[config.mk]
export PLATFORM = sky130hd
export DESIGN_NAME = div_ctrl
export DESIGN_NICKNAME = d
export VERILOG_FILES = /design/src/rtl/div_ctrl.sv
export SDC_FILE = /design/constraint.sdc
export NUM_CORES = 1
export LEC_CHECK = 0
export ABC_CLOCK_PERIOD_IN_PS = 15700
export BUFFER_PORTS_ARGS = -buffer_cell sky130_fd_sc_hd__buf_2
export CAP_MARGIN = 30
export CORE_MARGIN = 2
export CORE_UTILIZATION = 60
export DETAILED_ROUTE_END_ITERATION = 7
export PLACE_DENSITY = 0.81
export SLEW_MARGIN = 20
export SYNTH_ARGS = -nofsm -noshare
export SYNTH_HDL_FRONTEND = slang
export SYNTH_SLANG_ARGS = --single-unit
[constraint.sdc]
create_clock -name clk -period 15.7 [get_ports clk]
set_input_delay 0.785 -clock clk [delete_from_list [all_inputs] [get_ports clk]]
set_output_delay 0.785 -clock clk [all_outputs]
set_load 0.005 [all_outputs]
[src/rtl/div_ctrl.sv]
// Sequencer for the execute-stage multi-cycle divider: latches operands, runs a
// radix-2 restoring division one bit per cycle and stalls F/D/E until done.
module div_ctrl #(
  parameter int WIDTH = 32,
  parameter int CNT_W = 5
) (
  input  logic             clk,
  input  logic             resetn,
  input  logic             div_start,
  input  logic             div_signed,
  input  logic [WIDTH-1:0] opa,
  input  logic [WIDTH-1:0] opb,
  input  logic             annul,
  output logic             stall_div,
  output logic             result_valid,
  output logic [WIDTH-1:0] lo,
  output logic [WIDTH-1:0] hi
);

  typedef enum logic [1:0] {
    IDLE = 2'd0,
    RUN  = 2'd1,
    DONE = 2'd2
  } state_t;

  state_t state;
  state_t state_nxt;

  logic [CNT_W-1:0] count;
  logic [WIDTH-1:0] quo;
  logic [WIDTH-1:0] rem;
  logic [WIDTH-1:0] dvsr;
  logic [WIDTH-1:0] opa_raw;
  logic             sign_q;
  logic             sign_r;
  logic             dbz;

  logic             start_ok;
  logic             last_step;
  logic [WIDTH-1:0] opa_mag;
  logic [WIDTH-1:0] opb_mag;
  logic [WIDTH:0]   shifted;
  logic [WIDTH+1:0] trial;
  logic             fits;
  logic [WIDTH-1:0] quo_step;
  logic [WIDTH-1:0] rem_step;
  logic [WIDTH-1:0] lo_fix;
  logic [WIDTH-1:0] hi_fix;

  assign start_ok  = div_start & ~annul;
  assign last_step = (state == RUN) && (count == CNT_W'(WIDTH - 1));

  always_comb begin
    opa_mag = (div_signed & opa[WIDTH-1]) ? (~opa + 1'b1) : opa;
    opb_mag = (div_signed & opb[WIDTH-1]) ? (~opb + 1'b1) : opb;
  end

  // Partial remainder carries one extra bit so divisors above 2^(WIDTH-1) still compare correctly
  always_comb begin
    shifted  = {rem, quo[WIDTH-1]};
    trial    = {1'b0, shifted} - {2'b00, dvsr};
    fits     = ~trial[WIDTH+1];
    rem_step = fits ? trial[WIDTH-1:0] : shifted[WIDTH-1:0];
    quo_step = {quo[WIDTH-2:0], fits};
  end

  // Divide-by-zero overrides the sign fix with fixed, deterministic results
  always_comb begin
    if (dbz) begin
      lo_fix = '1;
      hi_fix = opa_raw;
    end else begin
      lo_fix = sign_q ? (~quo_step + 1'b1) : quo_step;
      hi_fix = sign_r ? (~rem_step + 1'b1) : rem_step;
    end
  end

  always_ff @(posedge clk or negedge resetn) begin
    if (!resetn) begin
      state <= IDLE;
    end else begin
      state <= state_nxt;
    end
  end

  always_comb begin
    state_nxt = state;
    unique case (state)
      IDLE:    if (start_ok) state_nxt = RUN;
      RUN:     if (annul) state_nxt = IDLE;
               else if (last_step) state_nxt = DONE;
      DONE:    state_nxt = IDLE;
      default: state_nxt = IDLE;
    endcase
    if (annul) begin
      state_nxt = IDLE;
    end
  end

  always_comb begin
    stall_div = resetn & ~annul & (((state == IDLE) & div_start) | (state == RUN));
  end

  always_ff @(posedge clk or negedge resetn) begin
    if (!resetn) begin
      count        <= '0;
      quo          <= '0;
      rem          <= '0;
      dvsr         <= '0;
      opa_raw      <= '0;
      sign_q       <= 1'b0;
      sign_r       <= 1'b0;
      dbz          <= 1'b0;
      lo           <= '0;
      hi           <= '0;
      result_valid <= 1'b0;
    end else begin
      result_valid <= last_step & ~annul;
      unique case (state)
        IDLE: begin
          if (start_ok) begin
            quo     <= opa_mag;
            dvsr    <= opb_mag;
            opa_raw <= opa;
            rem     <= '0;
            count   <= '0;
            sign_q  <= div_signed & (opa[WIDTH-1] ^ opb[WIDTH-1]);
            sign_r  <= div_signed & opa[WIDTH-1];
            dbz     <= (opb == '0);
          end
        end
        RUN: begin
          if (annul) begin
            count <= '0;
          end else begin
            quo   <= quo_step;
            rem   <= rem_step;
            count <= count + CNT_W'(1);
            if (last_step) begin
              lo    <= lo_fix;
              hi    <= hi_fix;
              count <= '0;
            end
          end
        end
        DONE: begin
          count <= '0;
        end
        default: begin
          count <= '0;
        end
      endcase
    end
  end

endmodule

==> results.txt <==
----------------------------------------------------
[STA]
  Headroom to the max-slew limit ... 0.388
  Max frequency ... 165 MHz
  Slew at the pin closest to its max-slew limit ... 0.915 ns
  Setup Viol. Count Final ... 0
  Count of final max-slew check failures ... 0
  Tmin final ... 6.05 ns
  Total negative slack ... 0 ns
  Clock Skews ... 0.0171 ns
  Hold slack final ... 0.265 ns
  Fin crit share ... 0.385
  Setup repair after global routing missed its margin ... false
  Final hold violations ... 0

[Clocking]
  CTS Root Cell ... sky130_fd_sc_hd__clkbuf_16
  Number of resized instances in the post-cts repair step ... 0
  Maximum buffer depth of the clock tree ... 3
  Clock tree from TritonCTS ... built
  Latest clock arrival within the worst-skew pair ... 0.52 ns
  Clock buffers created by TritonCTS ... 23
  H-tree Lvls ... 1
  Hold-fix buffers, CTS ... 0
  Clock-pin slew reported for the worst setup and hold paths after clock tree synthesis ... 0.06 ns
  Post-CTS Setup Inserts ... 0
  Clk sink count ... 203

[Synth]
  Number of different library cells in the post-synthesis netlist ... 76
  Top cells by area in the synthesized netlist ... sky130_fd_sc_hd__dfrtp_1 38%, sky130_fd_sc_hd__nand2_1 8.1%, sky130_fd_sc_hd__o21ai_0 7.2%, sky130_fd_sc_hd__a21oi_1 5.7%, sky130_fd_sc_hd__xor2_1 4.7%
  Synth Net Count ... 1795
  Area share of the largest cell type after synthesis ... 0.376
  Post-synthesis async set-or-reset flop share ... 1.00
  Cell count after synthesis ... 1687
  Cell type contributing the most total cell area after synthesis ... sky130_fd_sc_hd__dfrtp_1
  Number of enable flip-flop cells after synthesis ... 0
  Post-synthesis register bit count ... 203
  Top_reg_cell synth ... sky130_fd_sc_hd__dfrtp_1
  Synth Area per Inst ... 8.00 um2
  Area of the mapped netlist ... 13500 um2
  Sequential share of the synthesized area ... 0.376
  Yosys Warn Count ... 0

[Critical path]
  Reg2Reg Setup Slack ... 9.65 ns
  Critical path type ... reg -> reg
  Critical register-to-register path endpoint ... hi[30]
  Largest stage delay on the critical path ... 0.46 ns
  CP max stage cell ... sky130_fd_sc_hd__a2111oi_0
  Critical Path AT ... 6.44 ns
  Data required time at the worst endpoint ... 16.08 ns
  Number of cells on the worst reg-to-reg path ... 19
  Worst-path cell chain ... ha_1, a21oi_1, o21ai_0, a2111oi_0, o21ai_1, or2_2, inv_1, buf_4, mux2i_1, ha_1, inv_1, a2111o_1, a211oi_1, and4_1, a41oi_1, or2_1, o41ai_1, xnor2_1, o22ai_1
  Maximum fanout count along the critical path ... 47
  Reg2Reg Launch Point ... rem[17]
  Category of the worst setup path capture point ... flip-flop
  Startpoint type of the worst setup path ... flip-flop

[Power and ir drop]
  Static Leak ... 6.91 nW
  Power density relative to cell area ... 171 nW/um2
  Peak supply drop ... 0.000110 V

[Finish]
  Number of filler cells placed in the layout ... 1837
  Diode insertion count for antenna repair ... 0
  Nets ... 1879
  Final standard cell count with taps included and fillers excluded ... 2064
  Post-synthesis to final-layout area growth ... 11.7%
  Share of post-route cells with drive strength above 1 ... 0.117

[Routing]
  Vias per std cell ... 6.19
  Final WL ... 37600 um
  DRC Markers ... 0
  Wire length per cell after detailed routing ... 18.2 um
  Number of vias after detailed routing ... 12800
  Count of routing violations after the opening detailed-route iteration ... 1128
  1st-pass router iterations ... 8
  Remaining antenna violation count ... 0

[Floorplan]
  Chip width ... 154 um
  Cell Rows ... 54
  Die span in y ... 154 um
  Total die area ... 23700 um2
  Starting density of the core ... 0.615
  Placeable core region ... 22000 um2
  Top-level port count ... 135

[GRT]
  Final global-route overflow total ... 0
  Global-route usage over all layers ... 0.318
  First-pass GRT wire length ... 61700 um
  Vias in the first global route ... 12100
  Antenna violations before repair ... 0
  Maximum number of pins on one net before global-route repair ... 76

[Placement]
  Routability Congestion ... 0.926
  Final HPWL DP ... 27600 um
  Quantity of I/O buffers inserted on ports ... 134
  Dpl cells ... 2024

[Outcome]
  Run status ... finished clean

[Flow run]
  MaxCap Viol Count ... 0

[Worst hold path]
  Hold WC Path Type ... in -> async

----------------------------------------------------
==> registers in the layout, summed over array words and instances (netlist names) <==
register	flops
dvsr	32
hi	32
lo	32
opa_raw	32
quo	32
rem	32
count	5
state	2
dbz	1
result_valid	1
sign_q	1
sign_r	1
==> cells in the final DEF (no fill, tap or decap), drive strengths merged, types with 29 or more instances in the layout <==
master  count
ha         38
o21ai     196
dfrtp     203
xor2       73
buf       150
a21oi     153
nor2      156
xnor2      54
nor3       33
mux2i      29
inv        52
nand2     292
clkbuf     31
==> synth_stat cells (5+ instances only) <==
library cell and number:
sky130_fd_sc_hd__nand2_1 292, sky130_fd_sc_hd__dfrtp_1 203, sky130_fd_sc_hd__o21ai_0 193, sky130_fd_sc_hd__nor2_1 156, sky130_fd_sc_hd__a21oi_1 153, sky130_fd_sc_hd__clkbuf_1 75, sky130_fd_sc_hd__xor2_1 73, sky130_fd_sc_hd__xnor2_1 54
sky130_fd_sc_hd__inv_1 51, sky130_fd_sc_hd__ha_1 38, sky130_fd_sc_hd__nor3_1 33, sky130_fd_sc_hd__mux2i_1 29, sky130_fd_sc_hd__o31ai_1 28, sky130_fd_sc_hd__or3_1 26, sky130_fd_sc_hd__nand3_1 24, sky130_fd_sc_hd__a211oi_1 19
sky130_fd_sc_hd__o41ai_1 16, sky130_fd_sc_hd__or4_1 15, sky130_fd_sc_hd__a21o_1 14, sky130_fd_sc_hd__and2_1 14, sky130_fd_sc_hd__nand2b_1 13, sky130_fd_sc_hd__a31oi_1 12, sky130_fd_sc_hd__and3_1 9, sky130_fd_sc_hd__buf_2 9
sky130_fd_sc_hd__o211ai_1 9, sky130_fd_sc_hd__a41oi_1 8, sky130_fd_sc_hd__and4_1 8, sky130_fd_sc_hd__a21boi_0 7, sky130_fd_sc_hd__nand4_1 7, sky130_fd_sc_hd__nor4_1 7, sky130_fd_sc_hd__o21a_1 6, sky130_fd_sc_hd__a22o_1 5
sky130_fd_sc_hd__buf_1 5, sky130_fd_sc_hd__nor3b_1 5
==> worst max path at each step <==
stage / startpoint / endpoint / slack [ns] / cells past startpoint
after global routing: rem[17] / hi[30] / 9.28 / 19
after floorplan: rem[17] / hi[30] / 10.47 / 22
final: rem[17] / hi[30] / 9.65 / 19
after CTS: rem[17] / hi[30] / 9.81 / 19
after detailed placement: rem[17] / hi[28] / 9.83 / 19
after global placement: rem[17] / hi[30] / 9.98 / 19
==> where the power goes <==
| part | switching, mW | internal [mW] | leakage [nW] |
|---|---|---|---|
| clock | 0.219 | 0.315 | 0.358 |
| combinational | 0.846 | 0.505 | 3.87 |
| sequential | 0.0872 | 0.599 | 2.68 |
==> worst max-delay path, delay by kind of cell, from the launching register on <==
family	cells	cell delay [ns]
compound gates	9	2.70
xor+xnor	1	0.16
flops	1	0.43
simple gates	3	1.06
mux	1	0.34
buf+inv	3	0.54
fa+ha+maj	2	0.66
==> layer usage <==
| metal | routed length, um | track usage |
|---|---|---|
| met5 | 0 | 0 |
| met4 | 867 | 0.0743 |
| met3 | 2520 | 0.0400 |
| met2 | 17500 | 0.522 |
| met1 | 16700 | 0.453 |
==> per-stage QoR <==
step	total power, mW	setup WS (ns)	utilization	instance area (um2)
after detailed placement	2.00	9.83	0.651	14300
after global routing	2.75	9.28	0.687	15100
after floorplan	1.68	10.47	-	13500
after CTS	2.55	9.81	0.685	15000
after global placement	1.99	9.98	0.651	14300
final	2.57	9.65	0.687	15100
==> layout make-up <==
type                    count  area [um2]  area share
clock buffers              30         632      0.0419
clock inverters             8         104     0.00689
inverters                  52         195      0.0129
multi-input cells        1340        7880       0.522
flip-flops and latches    203        5080       0.337
well taps                 280         350      0.0232
repair buffers            151         840      0.0557
==> logic make-up after synthesis <==
logic type,Yosys count,share of synthesized area
AO/OA/AOI/OAI,511,0.227
XOR/XNOR,127,0.0824
adder cells (fa/ha/maj),39,0.0367
buffers and inverters,144,0.0423
flip-flops,203,0.376
multiplexers,33,0.0248
AND/OR/NAND/NOR,630,0.210
(Power assumes the default switching activity.)
